===== config.mk =====
export PLATFORM = sky130hd
export DESIGN_NAME = lsu_dmem_adapter
export DESIGN_NICKNAME = d
export VERILOG_FILES = /design/src/rtl/lsu_dmem_adapter.sv
export SDC_FILE = /design/constraint.sdc
export NUM_CORES = 1
export LEC_CHECK = 0
export CAP_MARGIN = 5
export CORE_UTILIZATION = 52
export CTS_BUF_LIST = sky130_fd_sc_hd__clkbuf_8
export DETAILED_ROUTE_END_ITERATION = 12
export PLACE_DENSITY = 0.84
export RECOVER_POWER = 25
export SLEW_MARGIN = 10
export SYNTH_ARGS = -nofsm -noshare
export SYNTH_HDL_FRONTEND = slang
export SYNTH_SLANG_ARGS = --single-unit
export TNS_END_PERCENT = 10

===== constraint.sdc =====
create_clock -name clk -period 8.3 [get_ports clk]
set_clock_uncertainty 0.2 [all_clocks]
set_input_delay 1.66 -clock clk [delete_from_list [all_inputs] [get_ports clk]]
set_output_delay 1.66 -clock clk [all_outputs]
set_load 0.05 [all_outputs]

===== src/rtl/lsu_dmem_adapter.sv =====
// LSU-to-RAM adapter: maps B/H/W/D loads and stores onto 64-bit dword RAM beats,
// splitting dword-crossing accesses into two beats and extending load data.

module lsu_dmem_lane (
  input  logic       en,
  input  logic       be,
  input  logic [7:0] wbyte,
  output logic [7:0] mask,
  output logic [7:0] wdata
);
  assign mask  = {8{en & be}};
  assign wdata = en ? wbyte : 8'h00;
endmodule

module lsu_dmem_adapter (
  input  logic        clk,
  input  logic        reset,
  input  logic        req_valid,
  output logic        req_ready,
  input  logic        req_wen,
  input  logic [63:0] req_addr,
  input  logic [1:0]  req_size,
  input  logic        req_signed,
  input  logic [63:0] req_wdata,
  output logic        resp_valid,
  input  logic        resp_ready,
  output logic [63:0] resp_rdata,
  output logic        resp_split,
  output logic        dmem_en,
  output logic [63:0] dmem_addr,
  input  logic [63:0] dmem_rdata,
  output logic [63:0] dmem_wdata,
  output logic [63:0] dmem_wmask,
  output logic        dmem_wen
);
  localparam int NUM_LANES = 8;

  typedef enum logic [1:0] {IDLE, BEAT0, BEAT1, RESP} state_t;

  typedef struct packed {
    logic [63:0] addr;
    logic [1:0]  size;
    logic        wen;
    logic        sgn;
    logic [63:0] wdata;
  } req_t;

  state_t      state, state_nxt;
  req_t        req_q;
  logic [63:0] buf_q, buf_nxt;

  // Keeps the low 2^sz bytes, extending from the top kept byte when sgn is set.
  function automatic logic [63:0] fit(input logic [63:0] d, input logic [1:0] sz,
                                      input logic sgn);
    logic s;
    s = 1'b0;
    case (sz)
      2'd0: begin s = sgn & d[7];  fit = {{56{s}}, d[7:0]};  end
      2'd1: begin s = sgn & d[15]; fit = {{48{s}}, d[15:0]}; end
      2'd2: begin s = sgn & d[31]; fit = {{32{s}}, d[31:0]}; end
      default: fit = d;
    endcase
  endfunction

  logic [2:0]  off;
  logic [3:0]  nbytes;
  logic [15:0] bmask;
  logic        split;
  logic [5:0]  lo_sh;
  logic [6:0]  hi_sh;

  assign off    = req_q.addr[2:0];
  assign nbytes = 4'd1 << req_q.size;
  assign bmask  = ((16'd1 << nbytes) - 16'd1) << off;
  assign split  = ({1'b0, off} + nbytes) > 4'd8;
  assign lo_sh  = {off, 3'b000};
  assign hi_sh  = 7'd64 - {1'b0, lo_sh};

  logic                 beat_en, beat_wen;
  logic [63:0]          beat_addr, beat_wdata;
  logic [NUM_LANES-1:0] beat_be;

  always_comb begin
    state_nxt  = state;
    buf_nxt    = buf_q;
    req_ready  = 1'b0;
    resp_valid = 1'b0;
    resp_rdata = 64'd0;
    resp_split = 1'b0;
    beat_en    = 1'b0;
    beat_wen   = 1'b0;
    beat_addr  = 64'd0;
    beat_wdata = 64'd0;
    beat_be    = '0;
    case (state)
      IDLE: begin
        req_ready = 1'b1;
        if (req_valid) state_nxt = BEAT0;
      end
      BEAT0: begin
        beat_en    = 1'b1;
        beat_wen   = req_q.wen;
        beat_addr  = {req_q.addr[63:3], 3'b000};
        beat_be    = bmask[7:0];
        beat_wdata = req_q.wdata << lo_sh;
        buf_nxt    = dmem_rdata >> lo_sh;
        state_nxt  = split ? BEAT1 : RESP;
      end
      BEAT1: begin
        beat_en    = 1'b1;
        beat_wen   = req_q.wen;
        beat_addr  = {req_q.addr[63:3], 3'b000} + 64'd8;
        beat_be    = bmask[15:8];
        beat_wdata = req_q.wdata >> hi_sh;
        buf_nxt    = buf_q | (dmem_rdata << hi_sh);
        state_nxt  = RESP;
      end
      RESP: begin
        resp_valid = 1'b1;
        resp_rdata = req_q.wen ? 64'd0 : fit(buf_q, req_q.size, req_q.sgn);
        resp_split = split;
        if (resp_ready) state_nxt = IDLE;
      end
      default: state_nxt = IDLE;
    endcase
  end

  // Byte enables fan out to bit masks lane by lane; everything is zero outside a beat.
  logic [NUM_LANES-1:0][7:0] lane_mask, lane_wdata;

  for (genvar i = 0; i < NUM_LANES; i++) begin : g_lane
    lsu_dmem_lane u_lane (
      .en    (beat_en),
      .be    (beat_be[i]),
      .wbyte (beat_wdata[8*i +: 8]),
      .mask  (lane_mask[i]),
      .wdata (lane_wdata[i])
    );
  end

  assign dmem_en    = beat_en;
  assign dmem_wen   = beat_wen;
  assign dmem_addr  = beat_addr;
  assign dmem_wmask = lane_mask;
  assign dmem_wdata = lane_wdata;

  always_ff @(posedge clk or posedge reset) begin
    if (reset) begin
      state <= IDLE;
      req_q <= '0;
      buf_q <= 64'd0;
    end else begin
      state <= state_nxt;
      buf_q <= buf_nxt;
      if (req_valid && req_ready)
        req_q <= '{addr: req_addr, size: req_size, wen: req_wen, sgn: req_signed,
                   wdata: fit(req_wdata, req_size, 1'b0)};
    end
  end
endmodule


After elaboration in Yosys (flattened, before gate mapping):

Index checks and enable logic that the tools add are counted.
W data, S select, Z words.

* add/sub/neg operators: 4
* order comparisons: 1
* eq/ne operators: 9
* shift-type cells: 7
* mux-type cells: 25
* bitwise gates (word level): 12
* reductions and logical operators: 7

Operators with widths (count)
* $pmux W64 S2: 3
* $pmux W64 S3: 2
* $mux W64: 2
* $add A64 B4 Y64 const B: 1
* $mux W8: 8
* $or A64 B64 Y64: 1
* $shl A64 B6 Y64: 1
* $shl A64 B7 Y64: 1
* $shr A64 B6 Y64: 1
* $shr A64 B7 Y64: 1
* $pmux W8 S2: 1
* $shl A1 B4 Y16 const A: 1
* $shl A16 B3 Y16: 1
* $sub A16 B1 Y16 const B: 1
* $and A1 B1 Y1: 11
* $eq A2 B2 Y1 const B: 4
* $pmux W2 S4: 1
* $sub A7 B6 Y7 const A: 1
* $eq A2 B1 Y1 const B: 3
* $logic_not A2 Y1: 3
* $mux W1: 6
* $add A3 B4 Y4: 1
* $gt A4 B4 Y1 const B: 1
* $mux W2: 2
* other kinds (6): 7

* register bits: 198
* output and inout bits: 261
* logic and storage cells: 72

Depth between registers and ports, before layout:

* depth in word-level cells: 6
* depth in mapped cells: 14
* mapped depth without buffers: 7

Hierarchy:

From an unflattened synthesis, not the netlist that was laid out.

* cells, all modules: 2137
* area, all modules: 18506.5 µm²

By module, submodules not included
* lsu_dmem_adapter: instances 1, cells each 2009, area each 17635.7 µm², sequential area each 4954.8 µm²
* lsu_dmem_lane: instances 8, cells each 16, area each 108.9 µm², sequential area each 0.0 µm²

Worst setup path before layout:

OpenSTA, ideal clock, no wires.

* path type: reg-to-output
* from: register req_q, in the netlist lo_sh[3]
* to: output port dmem_wdata[53]
* arrival time: 3685 ps
* data required time: 6440 ps
* setup slack: 2755 ps
* cell stages (with the launch flop): 13
* path buffers: 7
* cells stage by stage: dfrtp_1 > buf_2 > clkinv_1 > clkbuf_1 > clkbuf_1 > clkbuf_1 > ha_1 > buf_2 > clkbuf_1 > nor3_1 > clkbuf_1 > nand2_1 > a21oi_1

* cells in the longest elaborated chain, start to end: 4

Ends and longest elaborated chain
* start, declared: line 49 `req_t req_q;`
* start signal, assigned: line 156 `req_q <= '{addr: req_addr, size: req_size, wen: req_wen, sgn: req_signed,`
* $sub A7 B6 Y7: line 77 `assign hi_sh = 7'd64 - {1'b0, lo_sh};`
* $shr A64 B7 Y64: line 114 `beat_wdata = req_q.wdata >> hi_sh;`
* $pmux W64 S2 (*): line 95 `case (state)`
* $mux W8 (*): line 12 `assign wdata = en ? wbyte : 8'h00;`
* end, declared: line 32 `output logic [63:0] dmem_wdata,`

Mark *: on every way between the ends. The rest lies on a longest branch, timed or not.

Worst setup path after layout:

* from: register req_q, in the netlist lo_sh[3]
* to: output port dmem_wdata[23]

The elaborated chain is that of the path after synthesis.

==> out/results.ini <==
[run_status]
status = finished, violations left
failed_checks = max-capacitance violations, max-slew violations

[route]
drtPass1Iterations = 7
antenna_left = 0
finalWirelength_um = 76000
post-route-drc-count = 0
num_vias = 19800
routed_wire_length_per_instance_um = 26.6
drtIter0Drc = 2683
viasPerCell = 6.92

[final_layout]
finish.utilization = 0.662
number_of_filler_instances_in_the_final_layout = 2886
final_common_cell = clkdlybuf4s50_1
finished_layout_cell_area_um2 = 22800
layout_nets = 2599
multi_input_comb_area_um2 = 11900
area_growth_syn_to_fin_pct = 25.2
mostFrequentLayoutCells = clkdlybuf4s50_1 (455), nand2_1 (283), dfrtp_1 (195)
area.sequential_um2 = 4960
layout-drive-gt1-share = 0.127

[clock_network]
path_clk_slew_ns = 0.13
insertion_delay_ns = 0.54
tritoncts = built
post-cts-setup-buffers = 0
root_buffer = clkbuf_8
cts_repair_resized_insts = 0
numCtsBuffers = 17
clock_sink_count = 198
cts.htree.levels = 4
ctsHoldBuffers = 0
ctsLongestPathBuffers = 2

[critical_path]
critical_path.startpoint_type = register
crit_start = lo_sh[3]
critPathKind = register to output pin
critical_path_end_type = output pin
cp_data_required_time_ns = 6.44
regToRegStartpoint = lo_sh[3]
worst-r2r-cell-count = 7
critPathCapture = dmem_wdata[23]
worst_path_largest_cell_delay_ns = 1.13
timing.rr.end = buf_q[42]
crit_path_most_repeated_cell = inv_2
worst-endpoint-arrival_ns = 5.65
critical_path_peak_fanout = 88
crit_path_max_delay_cell_type = ha_4
worst-r2r-setup-slack_ns = 2.97
timing.critical_path.cells = inv_2, ha_4, inv_2, buf_4, nand3_1, nor2_1, o21a_1, clkdlybuf4s50_1

[yosys]
synth.yosys.seq_area_share = 0.272
synthArstFlopShare = 1.00
yosys_warn_count = 0
synth-edff-count = 0
synth_top_cells_by_area = dfrtp_1 (27%), mux2_2 (9.0%), mux4_2 (6.7%)
ys_types = 77
postSynthRegisterBits = 198
ys.flop_type = dfrtp_1
synth.cell_area_um2 = 18200
avgSynthCellArea_um2 = 8.51
synthesis.instances = 2141
netlist.top_cell.by_area = dfrtp_1
top_area_cell_type_share_of_the_netlist_area = 0.272

[power_and_ir_drop]
swShare = 0.588
cell_internal_pwr_w = 0.00476
power.switching_w = 0.00679
leakagePower_nw = 8.58
comb_power_share = 0.744
max-vdd-ir-drop_mv = 0.440
power.density_nw_per_um2 = 507
power.sequential.fraction = 0.194
p_clk_frac = 0.062

[timing]
slew-limit-headroom = -1.76
setup_viol = 0
final.period_utilization = 0.905
maxClockFrequency_mhz = 133
worst_pin_slew_ns = 4.11
maxSlewViolCount = 270
setup_total_negative_slack_ns = 0
fin_hold_ws_ns = 0.322
final.setup.worst_slack_ns = 0.788
hold_violations = 0
layout_min_cycle_time_ns = 7.51
rsz0062_at_grt = false

[die]
core_area_um2 = 34500
die_area_um2 = 35800
floorplan.die.width_um = 189
chipHeight_um = 189
io_pins = 461
initial_cell_density_of_the_core = 0.528
floorplan.rows = 68

[hold_path]
holdPathStages = 2
hold_path_class = register to register

[grt]
grt_antenna_before_repair = 13
grt_util_all_layers = 0.412
grt_start_max_net_pins = 203
global_route_wire_length_before_repair_um = 113000
first_global_vias = 18400
grt_overflow = 0

[run]
cap_violations = 4

[placed_design]
placedInstanceArea_um2 = 22400
preCtsSetupSlack_ns = 1.56
globalplace.congestion = 1.02
port_buffers = 457
dp.final_hpwl_um = 53100

## through the flow
| stage | instances | power (W) |
|---|---|---|
| 2_1_floorplan | 2143 | 0.00821 |
| 3_3_place_gp | 2824 | 0.0105 |
| 3_5_place_dp | 2824 | 0.0106 |
| 4_1_cts | 2856 | 0.0113 |
| 5_1_grt | 2859 | 0.0120 |
| 6_report | 2863 | 0.0116 |
## cell families (layout without fill, tap and decap cells)
group                    after synthesis  count (layout)  synth area share
AND/OR/NAND/NOR                      654             654             0.173
buffers and inverters                284             542            0.0779
AO/OA/AOI/OAI                        688             688             0.254
adder cells (fa/ha/maj)               11              11           0.00756
other                                  1              10          0.000206
XOR/XNOR                               5               5           0.00241
multiplexers                         300             300             0.212
flip-flops                           198             198             0.272
## worst max-delay path, delay by kind of cell, from the launching register on
kind	cells	cell delay (ns)
flip-flops	1	0.88
buffers and inverters	4	2.21
adder cells (fa/ha/maj)	1	1.13
AO/OA/AOI/OAI	1	0.23
AND/OR/NAND/NOR	2	0.57
## worst min path at each step
stage | startpoint | endpoint | slack [ns]
2_1_floorplan | buf_q[48] | buf_q[48] | 0.26
3_3_place_gp | buf_q[62] | buf_q[62] | 0.28
3_5_place_dp | buf_q[61] | buf_q[61] | 0.29
4_1_cts | buf_q[61] | buf_q[61] | 0.31
5_1_grt | buf_q[57] | buf_q[57] | 0.35
6_report | buf_q[62] | buf_q[62] | 0.32
## cell usage after synthesis (8+ instances only)
library cell and n:
and2_1 22, a32o_1 8, nor3_1 9, a21oi_1 183, a2bb2oi_1 12, nand3_1 54, or4_1 17, a211oi_1 36
a32oi_1 26, a31oi_1 39, o211ai_1 33, buf_2 50, o32ai_1 10, mux2i_1 101, buf_1 10, and3_1 11
a222oi_1 16, o21a_1 45, nand4_1 21, a22o_1 54, inv_1 17, a22oi_1 36, mux2_2 145, mux4_2 54
nor4_1 9, a221o_1 16, buf_4 64, o21ai_0 124, clkbuf_1 129, nor3b_1 10, nor2b_1 46, a311oi_1 11
dfrtp_1 198, ha_1 11, nand2_1 283, or3_1 9, nor2_1 130
## flip-flops by register name, summed over array words and instances (netlist names)
signal	count
lo_sh	3
req_q	129
buf_q	64
state	2
## final cells by class
type / instances / area share
Clock inverter: 15 / 0.00944
Antenna cell: 7 / 0.000768
Sequential cell: 198 / 0.218
Clock buffer: 17 / 0.0103
Timing Repair Buffer: 488 / 0.211
Tap cell: 455 / 0.0250
Inverter: 22 / 0.00373
Multi-Input combinational cell: 1661 / 0.522
## power by group through the flow
stage	clock, W	combinational (W)	sequential [W]
6_report	0.000722	0.00859	0.00224
5_1_grt	0.000758	0.00900	0.00228
4_1_cts	0.000721	0.00843	0.00219
3_5_place_dp	0	0.00840	0.00221
3_3_place_gp	0	0.00829	0.00218
2_1_floorplan	0	0.00641	0.00180
## layer usage
| layer | track usage | share of wire | vias to the layer above |
|---|---|---|---|
| li1 | - | - | 8512 |
| met2 | 0.644 | 0.45 | 1482 |
| met4 | 0.241 | 0.062 | 8 |
| met1 | 0.527 | 0.37 | 9517 |
| met5 | 0 | 0.00075 | - |
| met3 | 0.0888 | 0.11 | 304 |
Note: power is estimated with default switching activity, not from simulation.
